**config.mk**
```make
export PLATFORM = sky130hd
export DESIGN_NAME = sigmoid_alu_mult_pipe
export DESIGN_NICKNAME = d
export VERILOG_FILES = /design/src/rtl/sigmoid_alu_mult_pipe.sv
export SDC_FILE = /design/constraint.sdc
export NUM_CORES = 1
export LEC_CHECK = 0
export ABC_AREA = 1
export BUFFER_PORTS_ARGS = -buffer_cell sky130_fd_sc_hd__buf_2
export CORE_MARGIN = 8
export CORE_UTILIZATION = 50
export DETAILED_ROUTE_END_ITERATION = 10
export GPL_TIMING_DRIVEN = 1
export PLACE_DENSITY = 0.7
export SLEW_MARGIN = 5
export SYNTH_ARGS = -nofsm -noshare
export SYNTH_HDL_FRONTEND = slang
export SYNTH_SLANG_ARGS = --single-unit
```
**constraint.sdc**
```tcl
create_clock -name clk -period 1.8 [get_ports clk]
set_clock_uncertainty 0.15 [all_clocks]
set_input_delay 0.45 -clock clk [delete_from_list [all_inputs] [get_ports clk]]
set_output_delay 0.45 -clock clk [all_outputs]
set_load 0.02 [all_outputs]
```
**src/rtl/sigmoid_alu_mult_pipe.sv**
```systemverilog
// rtl/sigmoid_alu_mult_pipe.sv - pipelined signed x unsigned fixed-point multiplier with rescale and saturation
//
// Two-stage elastic pipeline:
//   S1 registers the full-precision product.
//   S2 rescales it to OFRAC fraction bits, saturates it to OW bits and holds the result
//   until downstream takes it.
//
// Ports:
//   clk, rst              clock (rising edge), asynchronous active-high reset
//   clear                 synchronous flush of in-flight data and sat_count
//   in_valid / in_ready   operand handshake
//   signval, unsignval    signed (SW bits) and unsigned (UW bits) operands
//   out_valid / out_ready result handshake
//   out, out_sat          saturated signed result, clip flag
//   sat_count             clipped results delivered (sticky at all-ones)
module sigmoid_alu_mult_pipe #(
    parameter int SW    = 4,
    parameter int SFRAC = 0,
    parameter int UW    = 4,
    parameter int UFRAC = 3,
    parameter int OW    = 8,
    parameter int OFRAC = 3,
    parameter int ROUND = 0,
    parameter int CW    = 8
) (
    input  logic          clk,
    input  logic          rst,
    input  logic          clear,
    input  logic          in_valid,
    output logic          in_ready,
    input  logic [SW-1:0] signval,
    input  logic [UW-1:0] unsignval,
    output logic          out_valid,
    input  logic          out_ready,
    output logic [OW-1:0] out,
    output logic          out_sat,
    output logic [CW-1:0] sat_count
);

    localparam int SH = SFRAC + UFRAC - OFRAC;
    localparam int PW = SW + UW + 1;
    // One guard bit so the rounding add cannot wrap.
    localparam int RW = PW + 1;
    // Comparison width wide enough for both the rescaled value and the output limits.
    localparam int XW = ((RW > OW) ? RW : OW) + 1;

    localparam logic signed [XW-1:0] MAXV = {{(XW-OW+1){1'b0}}, {(OW-1){1'b1}}};
    localparam logic signed [XW-1:0] MINV = {{(XW-OW+1){1'b1}}, {(OW-1){1'b0}}};

    generate
        if (SH < 0) begin : g_bad_shift
            $error("sigmoid_alu_mult_pipe: SFRAC+UFRAC-OFRAC must be >= 0");
        end
    endgenerate

    logic                 s1_valid;
    logic signed [PW-1:0] s1_p;

    logic signed [PW-1:0] s_ext;
    logic signed [PW-1:0] u_ext;
    logic signed [PW-1:0] prod;
    logic signed [RW-1:0] p_wide;
    logic signed [RW-1:0] r;
    logic signed [XW-1:0] rx;
    logic [OW-1:0]        sat_val;
    logic                 sat_flag;

    logic s2_adv;
    logic accept;
    logic consume;

    // The unsigned operand gets a zero sign bit so a signed multiply gives the true product.
    assign s_ext  = {{(UW+1){signval[SW-1]}}, signval};
    assign u_ext  = {{(SW+1){1'b0}}, unsignval};
    assign prod   = s_ext * u_ext;

    assign p_wide = {s1_p[PW-1], s1_p};

    generate
        if (SH <= 0) begin : g_noshift
            assign r = p_wide;
        end else if (ROUND != 0) begin : g_round
            localparam logic signed [RW-1:0] HALF = RW'(2 ** (SH - 1));
            assign r = (p_wide + HALF) >>> SH;
        end else begin : g_trunc
            assign r = p_wide >>> SH;
        end
    endgenerate

    assign rx = {{(XW-RW){r[RW-1]}}, r};

    always_comb begin
        sat_val  = rx[OW-1:0];
        sat_flag = 1'b0;
        if (rx > MAXV) begin
            sat_val  = {1'b0, {(OW-1){1'b1}}};
            sat_flag = 1'b1;
        end else if (rx < MINV) begin
            sat_val  = {1'b1, {(OW-1){1'b0}}};
            sat_flag = 1'b1;
        end
    end

    assign s2_adv   = s1_valid & (~out_valid | out_ready);
    assign in_ready = ~clear & (~s1_valid | s2_adv);
    assign accept   = in_valid & in_ready;
    assign consume  = out_valid & out_ready;

    always_ff @(posedge clk or posedge rst) begin
        if (rst) begin
            s1_valid  <= 1'b0;
            s1_p      <= '0;
            out_valid <= 1'b0;
            out       <= '0;
            out_sat   <= 1'b0;
            sat_count <= '0;
        end else if (clear) begin
            // out/out_sat keep their old contents; out_valid=0 marks them stale.
            s1_valid  <= 1'b0;
            out_valid <= 1'b0;
            sat_count <= '0;
        end else begin
            // A new accept overrides the drain of S1, so back-to-back data has no bubble.
            if (accept) begin
                s1_p     <= prod;
                s1_valid <= 1'b1;
            end else if (s2_adv) begin
                s1_valid <= 1'b0;
            end

            if (s2_adv) begin
                out       <= sat_val;
                out_sat   <= sat_flag;
                out_valid <= 1'b1;
            end else if (consume) begin
                out_valid <= 1'b0;
            end

            if (consume && out_sat && (sat_count != {CW{1'b1}})) begin
                sat_count <= sat_count + CW'(1);
            end
        end
    end

endmodule

```
[Word level (Yosys, flattened, before mapping)]
Index checks and enable logic that the tools add are counted.
Operators by class
  $mul: 1
  mux-type cells: 12
  add/sub/neg operators: 1
  eq/ne operators: 1
  magnitude comparators: 2
  bitwise logic cells: 9
  reduce and logical (&&, ||, !) cells: 7
  div/mod/pow operators: 0
  shift-type cells: 0
Operator list (number)
  8-bit two-way mux: 4
  9-bit by 8-bit greater-than comparator with 1-bit output (second input constant): 1
  9-bit by 8-bit less-than comparator with 1-bit output (second input constant): 1
  4-bit by 5-bit multiplier with 9-bit output: 1
  8-bit by 1-bit adder with 8-bit output (second input constant): 1
  1-bit two-way mux: 8
  8-bit inequality test (second input constant): 1
  3-bit nonzero test: 2
  1-bit bitwise AND: 4
  2-bit AND reduction: 2
  1-bit inverter: 3
  1-bit logical AND: 2
  1-bit bitwise OR: 2
  2-bit nonzero test: 1
Storage, ports and cells
  memories: 0
  bits in latches: 0
  bits of input ports: 13
  memory bits (writable): 0
  word-level logic and storage cells: 39
  register bits after elaboration: 28
  output and inout bits: 19
  ROM bits: 0

[Longest topological paths before layout]
Gate-level depths: netlist (run 1).
  depth in word-level cells: 8
  mapped depth: 15
  mapped depth without buffers: 15

[Worst setup path before layout (run 1)]
No wires, ideal clock.
  path type: input to register
  start point: input port signval[3]
  end point: register s1_p[7]
  setup slack: -1.918 ns
  stages: 13
  required time: 1.533 ns
  buffers on the path: 0
  arrival time: 3.451 ns
  setup time: 0.117 ns
  cell sequence: inv_1 -> or2_2 -> fa_1 -> fa_1 -> inv_1 -> fa_1 -> ha_1 -> fa_1 -> nand3_1 -> nand2_1 -> or2_2 -> nand3_2 -> nand2_1
On the way
  longest elaborated chain between the ends: 1
Ends and longest elaborated chain
  from (decl): line 31  | input logic [SW-1:0] signval,
  4-bit by 5-bit multiplier with 9-bit output: line 75  | assign prod = s_ext * u_ext;
  to (signal assigned): line 125  | s1_p <= prod;
  to (decl): line 57  | logic signed [PW-1:0] s1_p;
No other way between the ends.
A chain may end at the register's enable or synchronous reset.

[Worst setup path after layout (run 1)]
Ends and elaborated chain as after synthesis.

==> results of run 1 <==
## power breakdown
part / total (mW) / switching, mW / internal (mW)
combinational: 0.680 / 0.395 / 0.285
sequential: 0.777 / 0.0437 / 0.733
clock: 0.337 / 0.187 / 0.150
total: 1.79 / 0.626 / 1.17
## tightest hold or removal path, stage by stage
cell	delay (ns)
buf_2	0.09
inv_1	0.04
buf_4	0.32
## placed cells by master (no fill, tap or decap), types with 2 or more instances in the layout
cell type	netlist	layout
buf_2	0	28
or2_4	0	2
o21ai_0	14	14
dfrtp_1	28	28
a21oi_1	3	3
nand2_2	4	9
or2_2	4	2
buf_4	0	19
buf_6	0	2
nor2_1	21	21
xor2_1	2	2
inv_2	1	2
fa_2	0	2
inv_4	2	2
nand4_1	2	2
nand2_1	66	61
nand3_1	14	10
nand3_2	2	5
clkbuf_8	0	3
inv_1	43	41
ha_1	18	16
o21ai_2	8	8
fa_1	5	3
nor2_4	2	2
ha_4	0	2
## flip-flops by register name, summed over array words and instances (netlist names)
register / cells
s1_p: 9
out_sat: 1
out_valid: 1
s1_valid: 1
out: 8
sat_count: 8
## cells by family (layout without fill, tap and decap cells)
logic type	after synthesis	in the layout	share of synthesized area, %
and+or+nand+nor	121	121	28.92
AOI/OAI and AO/OA	25	25	7.898
adders and majority gates	23	23	16.56
xor gates and xnor gates	2	2	0.8919
buffers and inverters	47	99	10.06
DFF	28	28	35.67
## metal layers
metal / wire length, um / GRT usage, %
met3: 150 / 1.936
met4: 67 / 5.556
met2: 1728 / 21.46
met1: 1768 / 16.33
met5: 0 / 0
## per-stage QoR
stage / cell area [sq um] / setup TNS [ns] / hold slack (ns)
floorplan: 2007 / -7.817 / 0.3201
global placement: 2322 / -9.642 / 0.3063
detailed placement: 2322 / -9.770 / 0.3110
CTS: 2417 / -6.947 / 0.08512
global route: 2459 / -7.499 / 0.1260
finish: 2459 / -6.923 / 0.06301
## layout make-up
cell class | instances | area (sq um)
tap | 48 | 60.06
sequential | 28 | 700.7
fill | 341 | 1257
clock buffer | 3 | 41.29
timing repair buffer | 50 | 325.3
inverter | 46 | 190.2
multi-input combinational | 171 | 1141
## timing repair
item	CTS	global route
endpoints found under the setup margin	7	7
setup buffers	3	1
resized for setup	9	9
gates cloned	0	0
pin swaps	7	6
## final timing paths
kind	endpoint	cells after the start	from	slack [ns]
worst max-delay path	s1_p[7]	14	signval[3]	-1.38
worst min-delay path	sat_count[4]	3	rst	0.06
worst max register to register	sat_count[2]	9	sat_count[0]	0.23
worst min register to register	out[5]	2	out[5]	0.33
max in group asynchronous	s1_p[1]	3	rst	1.17
min in group clk	s1_valid	2	clear	0.29
==> flow_summary.json, run 1 <==
{
  "outcome": "finished, violations left",
  "violations": "negative setup slack",
  "slew_violations": 0,
  "start_util_pct": 52.86,
  "rsz0062_at_grt": "true",
  "peakVddDrop_mv": 0.3607,
  "gp_congestion": 0.8235,
  "synth_ff_type": "dfrtp_1",
  "fin_nets": 336,
  "grt_pass1_vias": 1567,
  "first_iter_violations": 58,
  "cts_tree": "yes",
  "fin_ws_ns": -1.382,
  "die_h_um": 78.68,
  "n_antenna_cell": 0,
  "synth-seq-cells": 28,
  "grt_max_degree": 29,
  "final.period_utilization_pct": 176.8,
  "clkLatencyLatePin_ns": 0.28,
  "cp_num_buf_inv": 3,
  "hold_violations": 0,
  "rows": 22,
  "synthesis.area_sq_mm": 0.001964,
  "drive_above_1_share_pct": 31.88,
  "cp.arrival_ns": 3.20,
  "die-area_sq_mm": 0.006191,
  "cpMaxStageDelayCell": "fa_1",
  "crit_path_max_incr_delay_ns": 0.51,
  "path_class": "in -> reg",
  "vias_per_cell": 4.656,
  "grt.total_usage_pct": 12.95,
  "required_ns": 1.81,
  "die_x_um": 78.68,
  "core_area_sq_mm": 0.003716,
  "syn_to_final_growth_pct": 25.16,
  "postRouteAntennaNets": 0,
  "max_freq_mhz": 314.3,
  "cp_top_family": "adder cells",
  "yosys.area.top_type": "dfrtp_1",
  "clkTransAtPathRegs_ns": 0.10,
  "ioPinCount": 32,
  "cts_root_buf": "clkbuf_8",
  "syn_inst": 246,
  "ys_top_cells_by_area": "dfrtp_1 36%, nand2_1 13%, ha_1 11%",
  "yosysTopAreaCellShare_pct": 35.67,
  "finalNonFillerCells": 346,
  "dr.pass1.iters": 4,
  "power.leakage_nw": 1.379,
  "relSlewSlack_pct": 70.29,
  "power.density_mw_per_mm2": 729.6,
  "utilization_pct": 66.16,
  "grt_pass1_wl_um": 6699,
  "endpoint_kind": "register",
  "clk_path_buf_depth": 2,
  "antenna_found_initial": 0,
  "pre_cts_ws_ns": -1.802,
  "hpwl_um": 2969,
  "async_reset_ff_share_pct": 100.0,
  "avgSynthCellArea_sq_um": 7.985,
  "ys_top_cells_by_count": "66 x nand2_1, 43 x inv_1, 28 x dfrtp_1",
  "yosysMostFrequentCell": "nand2_1",
  "cts_sinks": 28,
  "vias": 1611,
  "hold_path_class": "in -> async",
  "p_total_mw": 1.794,
  "synth-edff-count": 0,
  "yosysSeqAreaShare_pct": 35.67,
  "start_kind": "primary input",
  "synthDistinctLibCells": 25,
  "tightest_slew_ns": 0.4440,
  "cts_made_buffers": 3,
  "drt_wl_total_um": 3714,
  "port_buffers": 31,
  "cts_hold_buf": 0,
  "yosysWarningCount": 0,
  "drv_cap": 0,
  "placedCellCount": 340,
  "wl_per_cell_um": 10.73,
  "period_needed_ns": 3.182,
  "cts-htree-levels": 1,
  "drc": 0,
  "syn_nets": 282,
  "cp_max_fo": 2,
  "setup_viol": 6,
  "crit_chain": "buf_12 -> inv_12 -> or2_4 -> fa_1 -> fa_1 -> inv_2 -> fa_2 -> ha_4 -> fa_2 -> nand3_2 -> nand2_2 -> or2_4 -> nand3_2 -> nand2_1",
  "gr-total-overflow": 0
}
Power figures use the tool's default switching activity.
==> run 2, diff against run 1 <==
--- a/config.mk
+++ b/config.mk
@@ -9,9 +9,11 @@
 export BUFFER_PORTS_ARGS = -buffer_cell sky130_fd_sc_hd__buf_2
 export CORE_MARGIN = 8
 export CORE_UTILIZATION = 50
+export CTS_CLUSTER_SIZE = 12
 export DETAILED_ROUTE_END_ITERATION = 10
 export GPL_TIMING_DRIVEN = 1
 export PLACE_DENSITY = 0.7
+export REMOVE_ABC_BUFFERS = 1
 export SLEW_MARGIN = 5
 export SYNTH_ARGS = -nofsm -noshare
 export SYNTH_HDL_FRONTEND = slang
==> flow_summary.json, run 2 (same netlist as run 1, synthesis figures left out) <==
{
  "power.density_mw_per_mm2": 753.1,
  "die_h_um": 78.68,
  "drt_wl_total_um": 4232,
  "vias": 1675,
  "grt.total_usage_pct": 14.45,
  "cpMaxStageDelayCell": "fa_1",
  "slew_violations": 0,
  "crit_path_max_incr_delay_ns": 0.52,
  "rsz0062_at_grt": "true",
  "antenna_found_initial": 0,
  "period_needed_ns": 3.306,
  "cts_made_buffers": 3,
  "fin_nets": 337,
  "grt_max_degree": 29,
  "cp_top_family": "adder cells",
  "gp_congestion": 0.8465,
  "syn_to_final_growth_pct": 26.05,
  "regMostFlops": "s1_p",
  "rows": 22,
  "start_kind": "primary input",
  "layout_commonest_cell": "nand2_1",
  "hold_violations": 0,
  "n_antenna_cell": 0,
  "violations": "negative setup slack",
  "power.leakage_nw": 1.403,
  "peakVddDrop_mv": 0.3267,
  "outcome": "finished, violations left",
  "post-route-cell-area_sq_mm": 0.002476,
  "wl_per_cell_um": 12.16,
  "drc": 0,
  "cp_max_fo": 2,
  "vias_per_cell": 4.813,
  "cts_tree": "yes",
  "route.met2.wl_um": 2015,
  "tightest_slew_ns": 0.4637,
  "postRouteAntennaNets": 0,
  "grt_pass1_vias": 1684,
  "placed_area_sq_mm": 0.002272,
  "cp_num_buf_inv": 2,
  "clkTransAtPathRegs_ns": 0.10,
  "dr.pass1.iters": 4,
  "fin_ws_ns": -1.506,
  "ioPinCount": 32,
  "setup_viol": 6,
  "port_buffers": 31,
  "first_iter_violations": 110,
  "path_class": "in -> reg",
  "endpoint_kind": "register",
  "hold_path_class": "in -> async",
  "gr-total-overflow": 0,
  "crit_chain": "buf_6 -> or2_4 -> fa_1 -> fa_1 -> inv_1 -> fa_2 -> ha_4 -> fa_2 -> nand3_2 -> nand2_2 -> or2_4 -> nand3_2 -> nand2_1",
  "grt_pass1_wl_um": 7341,
  "clkLatencyLatePin_ns": 0.28,
  "met3WireLength_um": 201,
  "required_ns": 1.83,
  "die-area_sq_mm": 0.006191,
  "final_cell_mix": "63 x nand2_1, 41 x inv_1, 28 x buf_2, 28 x dfrtp_1, 20 x nor2_1",
  "hpwl_um": 3045,
  "cts-htree-levels": 1,
  "cts_root_buf": "clkbuf_8",
  "start_util_pct": 52.86,
  "cts_hold_buf": 0,
  "max_freq_mhz": 302.5,
  "top_layer_used": "met4",
  "drive_above_1_share_pct": 32.33,
  "clk_path_buf_depth": 2,
  "m1WireLength_um": 1910,
  "largest_reg_flops": 9,
  "relSlewSlack_pct": 68.97,
  "cts_sinks": 28,
  "drv_cap": 0,
  "reg_top3": "s1_p x9, out x8, sat_count x8",
  "final.period_utilization_pct": 183.7,
  "core_area_sq_mm": 0.003716,
  "die_x_um": 78.68,
  "p_total_mw": 1.865,
  "cp.arrival_ns": 3.34
}
## run 2: worst reg2reg max path: cells and delay by family, from the launching register on
| kind | cells | cell delay, ns |
|---|---|---|
| fa+ha+maj | 1 | 0.22 |
| flops | 1 | 0.43 |
| compound gates | 1 | 0.08 |
| simple gates | 6 | 0.52 |
| buf+inv | 1 | 0.06 |
## run 2: report_power, final
part           total [mW]  switching [mW]  internal, mW
Combinational       0.694           0.406         0.288
Clock               0.394           0.198         0.196
Sequential          0.777          0.0439         0.733
## run 2: worst paths after layout
| check | startpoint | to | slack [ns] | cells past startpoint |
|---|---|---|---|---|
| setup / recovery | unsignval[0] | s1_p[7] | -1.51 | 13 |
| max in group asynchronous | rst | s1_p[7] | 1.18 | 3 |
| hold / removal | rst | out_sat | 0.06 | 3 |
| setup reg to reg | sat_count[0] | sat_count[2] | 0.21 | 9 |
| hold reg to reg | out[1] | out[1] | 0.33 | 2 |
| min in group clk | clear | s1_valid | 0.29 | 2 |
## run 2: what timing repair did
item	in CTS	in global routing
resized for setup	20	7
buffers inserted	4	2
endpoints found under the setup margin	7	8
pin swaps	13	12
## run 2: metrics by stage
stage | worst slack [ns] | setup TNS, ns | cells | util (%) | hold WS [ns]
floorplan | -1.918 | -9.185 | 245 | - | 0.3201
global placement | -2.030 | -10.43 | 339 | 61.14 | 0.3079
detailed placement | -2.092 | -10.76 | 339 | 61.14 | 0.3122
CTS | -1.378 | -6.930 | 347 | 65.79 | 0.07309
global route | -1.563 | -7.782 | 348 | 66.63 | 0.09551
finish | -1.506 | -7.492 | 348 | 66.63 | 0.06112
## run 2: layout make-up
| class | instances | area (sq um) |
|---|---|---|
| clock buffer | 4 | 55.05 |
| timing repair buffer | 51 | 331.6 |
| tap | 48 | 60.06 |
| inverter | 46 | 180.2 |
| sequential | 28 | 700.7 |
| multi-input combinational | 171 | 1149 |
| fill | 341 | 1240 |
## run 2: metal layers
metal | track usage (%) | vias to the layer above
met3 | 2.392 | 7
met5 | 0 | -
met2 | 23.12 | 42
met1 | 17.62 | 754
li1 | - | 872
met4 | 9.259 | 0
